[config.mk]
export PLATFORM = sky130hd
export DESIGN_NAME = trace_axis_mem_sink
export DESIGN_NICKNAME = d
export VERILOG_FILES = /design/src/rtl/trace_axis_mem_sink.sv
export SDC_FILE = /design/constraint.sdc
export NUM_CORES = 2
export LEC_CHECK = 0
export ABC_CLOCK_PERIOD_IN_PS = 88700
export BUFFER_PORTS_ARGS = -buffer_cell sky130_fd_sc_hd__buf_2
export CORE_MARGIN = 2
export CORE_UTILIZATION = 55
export DETAILED_ROUTE_END_ITERATION = 16
export GPL_ROUTABILITY_DRIVEN = 0
export PLACE_DENSITY = 0.73
export SLEW_MARGIN = 0
export SYNTH_ARGS = -nofsm -noshare
export SYNTH_HDL_FRONTEND = slang
export SYNTH_MEMORY_MAX_BITS = 65536
export SYNTH_SLANG_ARGS = --single-unit
[constraint.sdc]
create_clock -name aclk -period 88.7 [get_ports aclk]
set_input_delay 17.74 -clock aclk [delete_from_list [all_inputs] [get_ports aclk]]
set_output_delay 17.74 -clock aclk [all_outputs]
set_load 0.02 [all_outputs]
[src/rtl/trace_axis_mem_sink.sv]
// Packs 512-bit AXI-Stream trace beats into fixed 16x256-bit AXI4 INCR bursts into a ring buffer.
// Latency: AW issues the cycle after the last staged beat; one burst outstanding (fill -> AW -> W -> B).
// Backpressure: tready drops outside FILL, when staging is full, when disabled, or during cfg_clear.
module trace_axis_mem_sink #(
  parameter int IN_W        = 512,
  parameter int MEM_W       = 256,
  parameter int ADDR_W      = 48,
  parameter int ID_W        = 14,
  parameter int AXI_ID      = 0,
  parameter int BURST_BEATS = 16
) (
  input  logic                aclk,
  input  logic                aresetn,
  input  logic                s_axis_trace_tvalid,
  output logic                s_axis_trace_tready,
  input  logic [IN_W-1:0]     s_axis_trace_tdata,
  input  logic [IN_W/8-1:0]   s_axis_trace_tkeep,
  input  logic                s_axis_trace_tlast,
  output logic [ID_W-1:0]     m_axi_awid,
  output logic [ADDR_W-1:0]   m_axi_awaddr,
  output logic [7:0]          m_axi_awlen,
  output logic [2:0]          m_axi_awsize,
  output logic [1:0]          m_axi_awburst,
  output logic                m_axi_awvalid,
  input  logic                m_axi_awready,
  output logic [MEM_W-1:0]    m_axi_wdata,
  output logic [MEM_W/8-1:0]  m_axi_wstrb,
  output logic                m_axi_wlast,
  output logic                m_axi_wvalid,
  input  logic                m_axi_wready,
  input  logic [ID_W-1:0]     m_axi_bid,
  input  logic [1:0]          m_axi_bresp,
  input  logic                m_axi_bvalid,
  output logic                m_axi_bready,
  input  logic                cfg_enable,
  input  logic [ADDR_W-1:0]   cfg_base,
  input  logic [ADDR_W-1:0]   cfg_mask,
  input  logic                cfg_clear,
  output logic [ADDR_W-1:0]   stat_offset,
  output logic [31:0]         stat_wraps,
  output logic                stat_err,
  output logic                stat_busy
);

  localparam int DEPTH       = BURST_BEATS / 2;
  localparam int CNT_W       = $clog2(DEPTH + 1);
  localparam int IDX_W       = $clog2(DEPTH);
  localparam int K_W         = $clog2(BURST_BEATS);
  localparam int KEEP_W      = IN_W / 8;
  localparam int STRB_W      = MEM_W / 8;
  localparam int BURST_BYTES = BURST_BEATS * STRB_W;

  typedef enum logic [1:0] {S_FILL, S_ADDR, S_DATA, S_RESP} state_t;

  state_t              state;
  logic [CNT_W-1:0]    cnt;
  logic [K_W-1:0]      k;
  logic                live;
  logic                awvalid_q;
  logic                wvalid_q;
  logic                bready_q;
  logic [ADDR_W-1:0]   awaddr_q;
  logic [ADDR_W-1:0]   offset;
  logic [31:0]         wraps;
  logic                err;

  logic [IN_W-1:0]     stage_data [DEPTH];
  logic [KEEP_W-1:0]   stage_keep [DEPTH];

  logic                accept;
  logic [IDX_W-1:0]    entry;
  logic                pad;
  logic [ADDR_W-1:0]   offset_next;
  logic                unused_bid;

  // The write response ID is not needed: only one burst is ever outstanding.
  assign unused_bid = ^m_axi_bid;

  // live keeps tready low while aresetn is asserted, regardless of cfg_enable.
  assign s_axis_trace_tready = live && (state == S_FILL) && cfg_enable &&
                               (cnt < CNT_W'(DEPTH)) && !cfg_clear;
  assign accept      = s_axis_trace_tvalid && s_axis_trace_tready;
  assign entry       = k[K_W-1:1];
  assign pad         = (CNT_W'(entry) >= cnt);
  assign offset_next = (offset + ADDR_W'(BURST_BYTES)) & cfg_mask;

  assign m_axi_awid    = ID_W'(AXI_ID);
  assign m_axi_awlen   = 8'(BURST_BEATS - 1);
  assign m_axi_awsize  = 3'($clog2(STRB_W));
  assign m_axi_awburst = 2'b01;
  assign m_axi_awaddr  = awaddr_q;
  assign m_axi_awvalid = awvalid_q;
  assign m_axi_wvalid  = wvalid_q;
  assign m_axi_wlast   = wvalid_q && (k == K_W'(BURST_BEATS - 1));
  assign m_axi_bready  = bready_q;
  assign stat_offset   = offset;
  assign stat_wraps    = wraps;
  assign stat_err      = err;
  assign stat_busy     = (state != S_FILL) || (cnt != '0);

  // Select the half-entry for W beat k; entries never filled go out as zero-strobe padding.
  always_comb begin
    m_axi_wdata = '0;
    m_axi_wstrb = '0;
    if (!pad) begin
      if (k[0]) begin
        m_axi_wdata = stage_data[entry][IN_W-1:MEM_W];
        m_axi_wstrb = stage_keep[entry][KEEP_W-1:STRB_W];
      end else begin
        m_axi_wdata = stage_data[entry][MEM_W-1:0];
        m_axi_wstrb = stage_keep[entry][STRB_W-1:0];
      end
    end
  end

  // Staging storage holds payload only; validity is tracked by cnt, so no reset is needed.
  always_ff @(posedge aclk) begin
    if (accept) begin
      stage_data[cnt[IDX_W-1:0]] <= s_axis_trace_tdata;
      stage_keep[cnt[IDX_W-1:0]] <= s_axis_trace_tkeep;
    end
  end

  // Burst sequencer: fill staging, issue AW, stream W, retire B and advance the ring offset.
  always_ff @(posedge aclk or negedge aresetn) begin
    if (!aresetn) begin
      state     <= S_FILL;
      cnt       <= '0;
      k         <= '0;
      live      <= 1'b0;
      awvalid_q <= 1'b0;
      wvalid_q  <= 1'b0;
      bready_q  <= 1'b0;
      awaddr_q  <= '0;
      offset    <= '0;
      wraps     <= '0;
      err       <= 1'b0;
    end else begin
      live <= 1'b1;
      case (state)
        S_FILL: begin
          if (accept) begin
            cnt <= cnt + 1'b1;
            if ((cnt == CNT_W'(DEPTH - 1)) || s_axis_trace_tlast) begin
              state     <= S_ADDR;
              awvalid_q <= 1'b1;
              awaddr_q  <= cfg_base + offset;
            end
          end else if (cfg_clear && (cnt == '0)) begin
            offset <= '0;
            wraps  <= '0;
            err    <= 1'b0;
          end
        end
        S_ADDR: begin
          if (m_axi_awready) begin
            awvalid_q <= 1'b0;
            wvalid_q  <= 1'b1;
            k         <= '0;
            state     <= S_DATA;
          end
        end
        S_DATA: begin
          if (m_axi_wready) begin
            if (k == K_W'(BURST_BEATS - 1)) begin
              wvalid_q <= 1'b0;
              bready_q <= 1'b1;
              state    <= S_RESP;
            end else begin
              k <= k + 1'b1;
            end
          end
        end
        S_RESP: begin
          if (m_axi_bvalid) begin
            bready_q <= 1'b0;
            err      <= err | (m_axi_bresp != 2'b00);
            offset   <= offset_next;
            if ((offset_next == '0) && (wraps != '1)) begin
              wraps <= wraps + 32'd1;
            end
            cnt   <= '0;
            state <= S_FILL;
          end
        end
        default: state <= S_FILL;
      endcase
    end
  end

endmodule

Yosys cells after proc, flatten, opt, wreduce, memory -nomap -nowiden
Memory sizes are Yosys's and may differ from the RTL's.
Cells that the tools add are included.

word-level totals
  bits in registers = 143
  word-level logic and storage cells = 113
  RAM bits = 4,608
  memories kept = 2

operators by class
  reduce and logical (&&, ||, !) cells = 30
  add/subtract/negate cells = 5
  multiplexer cells = 45
  equality and inequality tests = 16
  bitwise gates (word level) = 2
  magnitude comparators = 2

memory list
  memory      words  bits a word  read ports  clocked after Yosys merged registers in  write ports  line  RTL
  stage_data  8      512          1           0                                        1            67    logic [IN_W-1:0] stage_data [DEPTH];
  stage_keep  8      64           1           0                                        1            68    logic [KEEP_W-1:0] stage_keep [DEPTH];

operators by type and width
  operator                number
  $mux 256                2
  $mux 32                 6
  $mux 48                 3
  $pmux 48 s2             1
  $pmux 32 s2             1
  $add 48x10->48 const B  1
  $add 48x48->48          1
  $and 48x48->48          1
  $logic_not 48->1        1
  $add 32x1->32 const B   1
  $ne 32x32->1 const B    1
  $mux 4                  5
  $reduce_and 4->1        5
  $ne 2x2->1 const B      8
  $pmux 4 s2              2
  $mux 1                  14
  $mux 2                  6
  $reduce_bool 2->1       6
  $add 4x1->4 const B     2
  $logic_and 1x1->1       8
  $pmux 1 s2              4
  $pmux 2 s4              1
  $reduce_and 3->1        2
  $reduce_and 6->1        1
  other kinds (14)        17

Logic depth before layout (Yosys ltp)
  depth in word-level cells = 8
  mapped depth = 14
  gate-level depth less buffers = 13

Worst setup path before layout
Ideal clock, no wire load.

  path kind = input-to-reg
  start point = in cfg_enable
  end point = mem stage_data[0][0] (enable)
  path buffers = 0
  slack = 13,230 ps
  setup time = 2,933 ps
  stages = 4
  arrival time = 72,537 ps
  required time = 85,767 ps
  cell sequence = nand3_1 nor2_1 nand2_1 nor4_1

on the way
  cells in the longest elaborated chain, start to end = 6

ends and longest elaborated chain
  what                            line  RTL
  start, declared                 35    input logic cfg_enable,
  $logic_and 1x1->1 (2 in a row)  80    assign s_axis_trace_tready = live && (state == S_FILL) && cfg_enable &&
  $logic_and 1x1->1               81    (cnt < CNT_W'(DEPTH)) && !cfg_clear;
  named net s_axis_trace_tready   15    output logic s_axis_trace_tready,
  $logic_and 1x1->1               82    assign accept = s_axis_trace_tvalid && s_axis_trace_tready;
  $mux 1                          118   if (accept) begin
  $mux 1 (not written as such)    119   stage_data[cnt[IDX_W-1:0]] <= s_axis_trace_tdata;
  end, declared                   67

The timed path passes the listed nets, and every way through them passes these cells.

Worst setup path in the final report
  start point = in cfg_enable
  end point = out s_axis_trace_tready

on the way
  cells in the longest elaborated chain, start to end = 3

ends and longest elaborated chain
  what                            line
  $logic_and 1x1->1 (2 in a row)  80
  $logic_and 1x1->1               81
  end, declared                   15

No other way between the ends.

==> flow_metrics.env <==
export IMPL_drt_drc_violations_left=0
export IMPL_grt_pass1_vias=102000
export IMPL_critical_path_endpoint_type="output pin"
export IMPL_clock_path_buffers=4
export IMPL_worst_hold_slack_ns=0.482
export IMPL_fp_coreArea_um2=337000
export IMPL_io_pins=1147
export IMPL_sw_frac_of_total_pct=30.0
export IMPL_placed_cells_incl_taps=15100
export IMPL_cts_tree="built"
export IMPL_seq_area_frac_synth_pct=76.2
export IMPL_net_switching_power_mw=1.74
export IMPL_tritoncts_num_buffers=452
export IMPL_worst_hold_path_endpoint="m_axi_awaddr[25]"
export IMPL_drive_above_1_share_pct=24.6
export IMPL_viasPerCell=6.34
export IMPL_postCtsSetupBuffers=0
export IMPL_cts_hold_buffers_added=0
export IMPL_ant_nets=0
export IMPL_tightestPinTransition_ns=1.24
export IMPL_r2r_slack_ns=81.35
export IMPL_worstHoldPathCells=2
export IMPL_clock_latency_reported_for_the_late_side_of_the_worst_skew_pair_ns=0.98
export IMPL_grt_max_degree=139
export IMPL_cts_reportedPaths_clkPinSlew_ns=0.06
export IMPL_num_vias=102000
export IMPL_period_minus_slack_ns=35.95
export IMPL_synth_edf_count=4608
export IMPL_rows=213
export IMPL_wl_per_cell_um=29.7
export IMPL_filler_cell_count=22800
export IMPL_chipHeight_um=586
export IMPL_maxClockFrequency_mhz=27.8
export IMPL_timing_rr_start="state[0]"
export IMPL_layout_cell_area_excl_fill_um2=212000
export IMPL_ys_ff_latch=4751
export IMPL_final_cell_mix="sky130_fd_sc_hd__edfxtp_1, sky130_fd_sc_hd__buf_2, sky130_fd_sc_hd__mux2i_1"
export IMPL_pwr_share_comb_pct=23.9
export IMPL_slew_limit_headroom_pct=17.4
export IMPL_placedInstanceArea_um2=197000
export IMPL_clock_sinks=4751
export IMPL_post_cts_resize_count=0
export IMPL_timing_final_hold_violations=0
export IMPL_layout_cells_most_common="sky130_fd_sc_hd__edfxtp_1"
export IMPL_worst_endpoint_required_ns=70.96
export IMPL_report_final_setup_viol=0
export IMPL_fp_dieArea_um2=343000
export IMPL_critical_path_reg2reg_endpoint="stage_data[4][383]"
export IMPL_pwr_density_cell_nw_per_um2=27.4
export IMPL_drv_cap=0
export IMPL_instances_no_fill=16100
export IMPL_worst_endpoint_arrival_ns=18.21
export IMPL_floorplan_initialDensity_pct=55.3
export IMPL_leakagePower_nw=66.9
export IMPL_final_nets=11800
export IMPL_dp_final_hpwl_um=268000
export IMPL_cts_root_buf="sky130_fd_sc_hd__clkbuf_16"
export IMPL_hold_path_class="flip-flop to flip-flop"
export IMPL_timing_final_max_slew_violations=0
export IMPL_worst_clock_skew_ns=0.0841
export IMPL_synthArstFlopShare_pct=3.01
export IMPL_final_setup_tns_ns=0
export IMPL_critical_path_startpoint_category="input port"
export IMPL_drt_pass1_iterations=6
export IMPL_yosysWarningCount=0
export IMPL_cts_htree_levels=5
export IMPL_sequentialPowerShare_pct=43.3
export IMPL_part_of_the_cycle_the_worst_path_needs_pct=40.5
export IMPL_netlist_instances=9881
export IMPL_outcome="complete, no violations"
export IMPL_hp_start="m_axi_awaddr[25]"
export IMPL_flow_area_growth_from_synthesis_pct=13.8
export IMPL_antenna_violations_before_repair=283
export IMPL_setup_repair_after_global_routing_missed_its_margin="no"
export IMPL_yosys_most_used_dff="sky130_fd_sc_hd__edfxtp_1"
export IMPL_die_w_um=586
export IMPL_power_internal_mw=4.07
export IMPL_gr_total_overflow=0
export IMPL_timing_reg2reg_worst_path_depth=13
export IMPL_path_max_fanout=2
export IMPL_worst_setup_path_startpoint="cfg_enable"
export IMPL_power_clock_fraction_pct=32.7
export IMPL_grt_util_all_layers_pct=27.1
export IMPL_critPathKind="input port to output pin"
export IMPL_final_core_util_pct=63.0
export IMPL_netlist_cell_type_count=81
export IMPL_drt_total_wl_um=478000
export IMPL_vdd_ir_drop_worst_mv=0.0280
export IMPL_grt_pass1_wl_um=683000
export IMPL_mappedNetlistArea_um2=186000
export IMPL_drt_iter0_markers=10200
export IMPL_post_synthesis_mean_instance_area_um2=18.9
export IMPL_port_buffer_count=1105
## kinds of logic after synthesis
group / count (synthesis) / synth area share (%)
adders and majority gates: 60 / 0.407
xor gates and xnor gates: 73 / 0.343
other: 2 / 0.00403
buffers and inverters: 646 / 1.37
and+or+nand+nor: 807 / 1.99
DFF: 4751 / 76.2
AOI/OAI and AO/OA: 1809 / 6.29
muxes: 1733 / 13.4
## per-stage QoR
step / setup WS, ns / power, mW
6_report: 52.75 / 5.81
5_1_grt: 52.68 / 6.01
4_1_cts: 52.75 / 5.83
3_5_place_dp: 52.75 / 3.94
3_3_place_gp: 52.73 / 3.92
2_1_floorplan: 13.23 / 3.50
## critical path, cell delays in order
cell,delay (ns)
sky130_fd_sc_hd__buf_2,0.08
sky130_fd_sc_hd__nand3_1,0.06
sky130_fd_sc_hd__nor2_1,0.13
sky130_fd_sc_hd__buf_2,0.19
## per-layer routing
layer	GRT usage, %	share of wire, %	up-vias
li1	-	-	43200
met1	33.8	36	52400
met2	44.3	49	5069
met3	7.49	10	1169
met4	12.9	4.9	154
met5	0	0.20	-
## cells in the mapped netlist (17+ instances only)
library cell	n	area share, %
sky130_fd_sc_hd__a211oi_1	299	1.2
sky130_fd_sc_hd__a21o_1	31	0.12
sky130_fd_sc_hd__a21oi_1	356	0.96
sky130_fd_sc_hd__and3_1	18	0.060
sky130_fd_sc_hd__buf_1	143	0.29
sky130_fd_sc_hd__buf_4	29	0.12
sky130_fd_sc_hd__clkbuf_1	418	0.84
sky130_fd_sc_hd__dfrtp_1	143	1.9
sky130_fd_sc_hd__edfxtp_1	4608	74
sky130_fd_sc_hd__ha_1	59	0.40
sky130_fd_sc_hd__inv_1	46	0.093
sky130_fd_sc_hd__mux2_2	289	1.7
sky130_fd_sc_hd__mux2i_1	865	4.6
sky130_fd_sc_hd__mux4_2	579	7.0
sky130_fd_sc_hd__nand2_1	497	1.0
sky130_fd_sc_hd__nand3_1	62	0.17
sky130_fd_sc_hd__nand4_1	41	0.14
sky130_fd_sc_hd__nor2_1	58	0.12
sky130_fd_sc_hd__nor3_1	24	0.064
sky130_fd_sc_hd__nor4_1	17	0.057
sky130_fd_sc_hd__o211ai_1	20	0.081
sky130_fd_sc_hd__o21ai_0	413	1.1
sky130_fd_sc_hd__o221ai_1	289	1.4
sky130_fd_sc_hd__o22ai_1	296	0.99
sky130_fd_sc_hd__xnor2_1	30	0.14
sky130_fd_sc_hd__xor2_1	43	0.20
## sequential cells by signal, summed over array words and instances, names as in the netlist
signal / count
cnt: 4
k: 4
live: 1
m_axi_awaddr: 48
m_axi_awvalid: 1
m_axi_bready: 1
m_axi_wvalid: 1
stage_data: 4096
stage_keep: 512
stat_err: 1
stat_offset: 48
stat_wraps: 32
state: 2
## worst max-delay path by stage
stage,end,slack (ns),cells after the start
global route,s_axis_trace_tready,52.68,4
detailed placement,s_axis_trace_tready,52.75,4
finish,s_axis_trace_tready,52.75,4
global placement,s_axis_trace_tready,52.73,4
floorplan,stage_data[0][0],13.23,4
CTS,s_axis_trace_tready,52.75,4
## cell type report
cell class                 count  area [µm²]  share of cell area (%)
sequential                  4751      142000                    66.9
multi-input combinational   4510       42000                    19.8
clock buffer                 549       11700                    5.51
timing repair buffer        1273        7160                    3.38
tap                         4515        5650                    2.66
clock inverter               284        3030                    1.43
antenna                      167         418                   0.197
inverter                      46         173                  0.0814
## power groups by stage
stage	clock [mW]	combinational, mW	sequential, mW
after CTS	1.92	1.39	2.52
final	1.90	1.39	2.52
after detailed placement	0	1.38	2.56
after global placement	0	1.36	2.56
after floorplan	0	0.905	2.60
after global routing	2.01	1.48	2.52
Power figures use the tool's default switching activity.
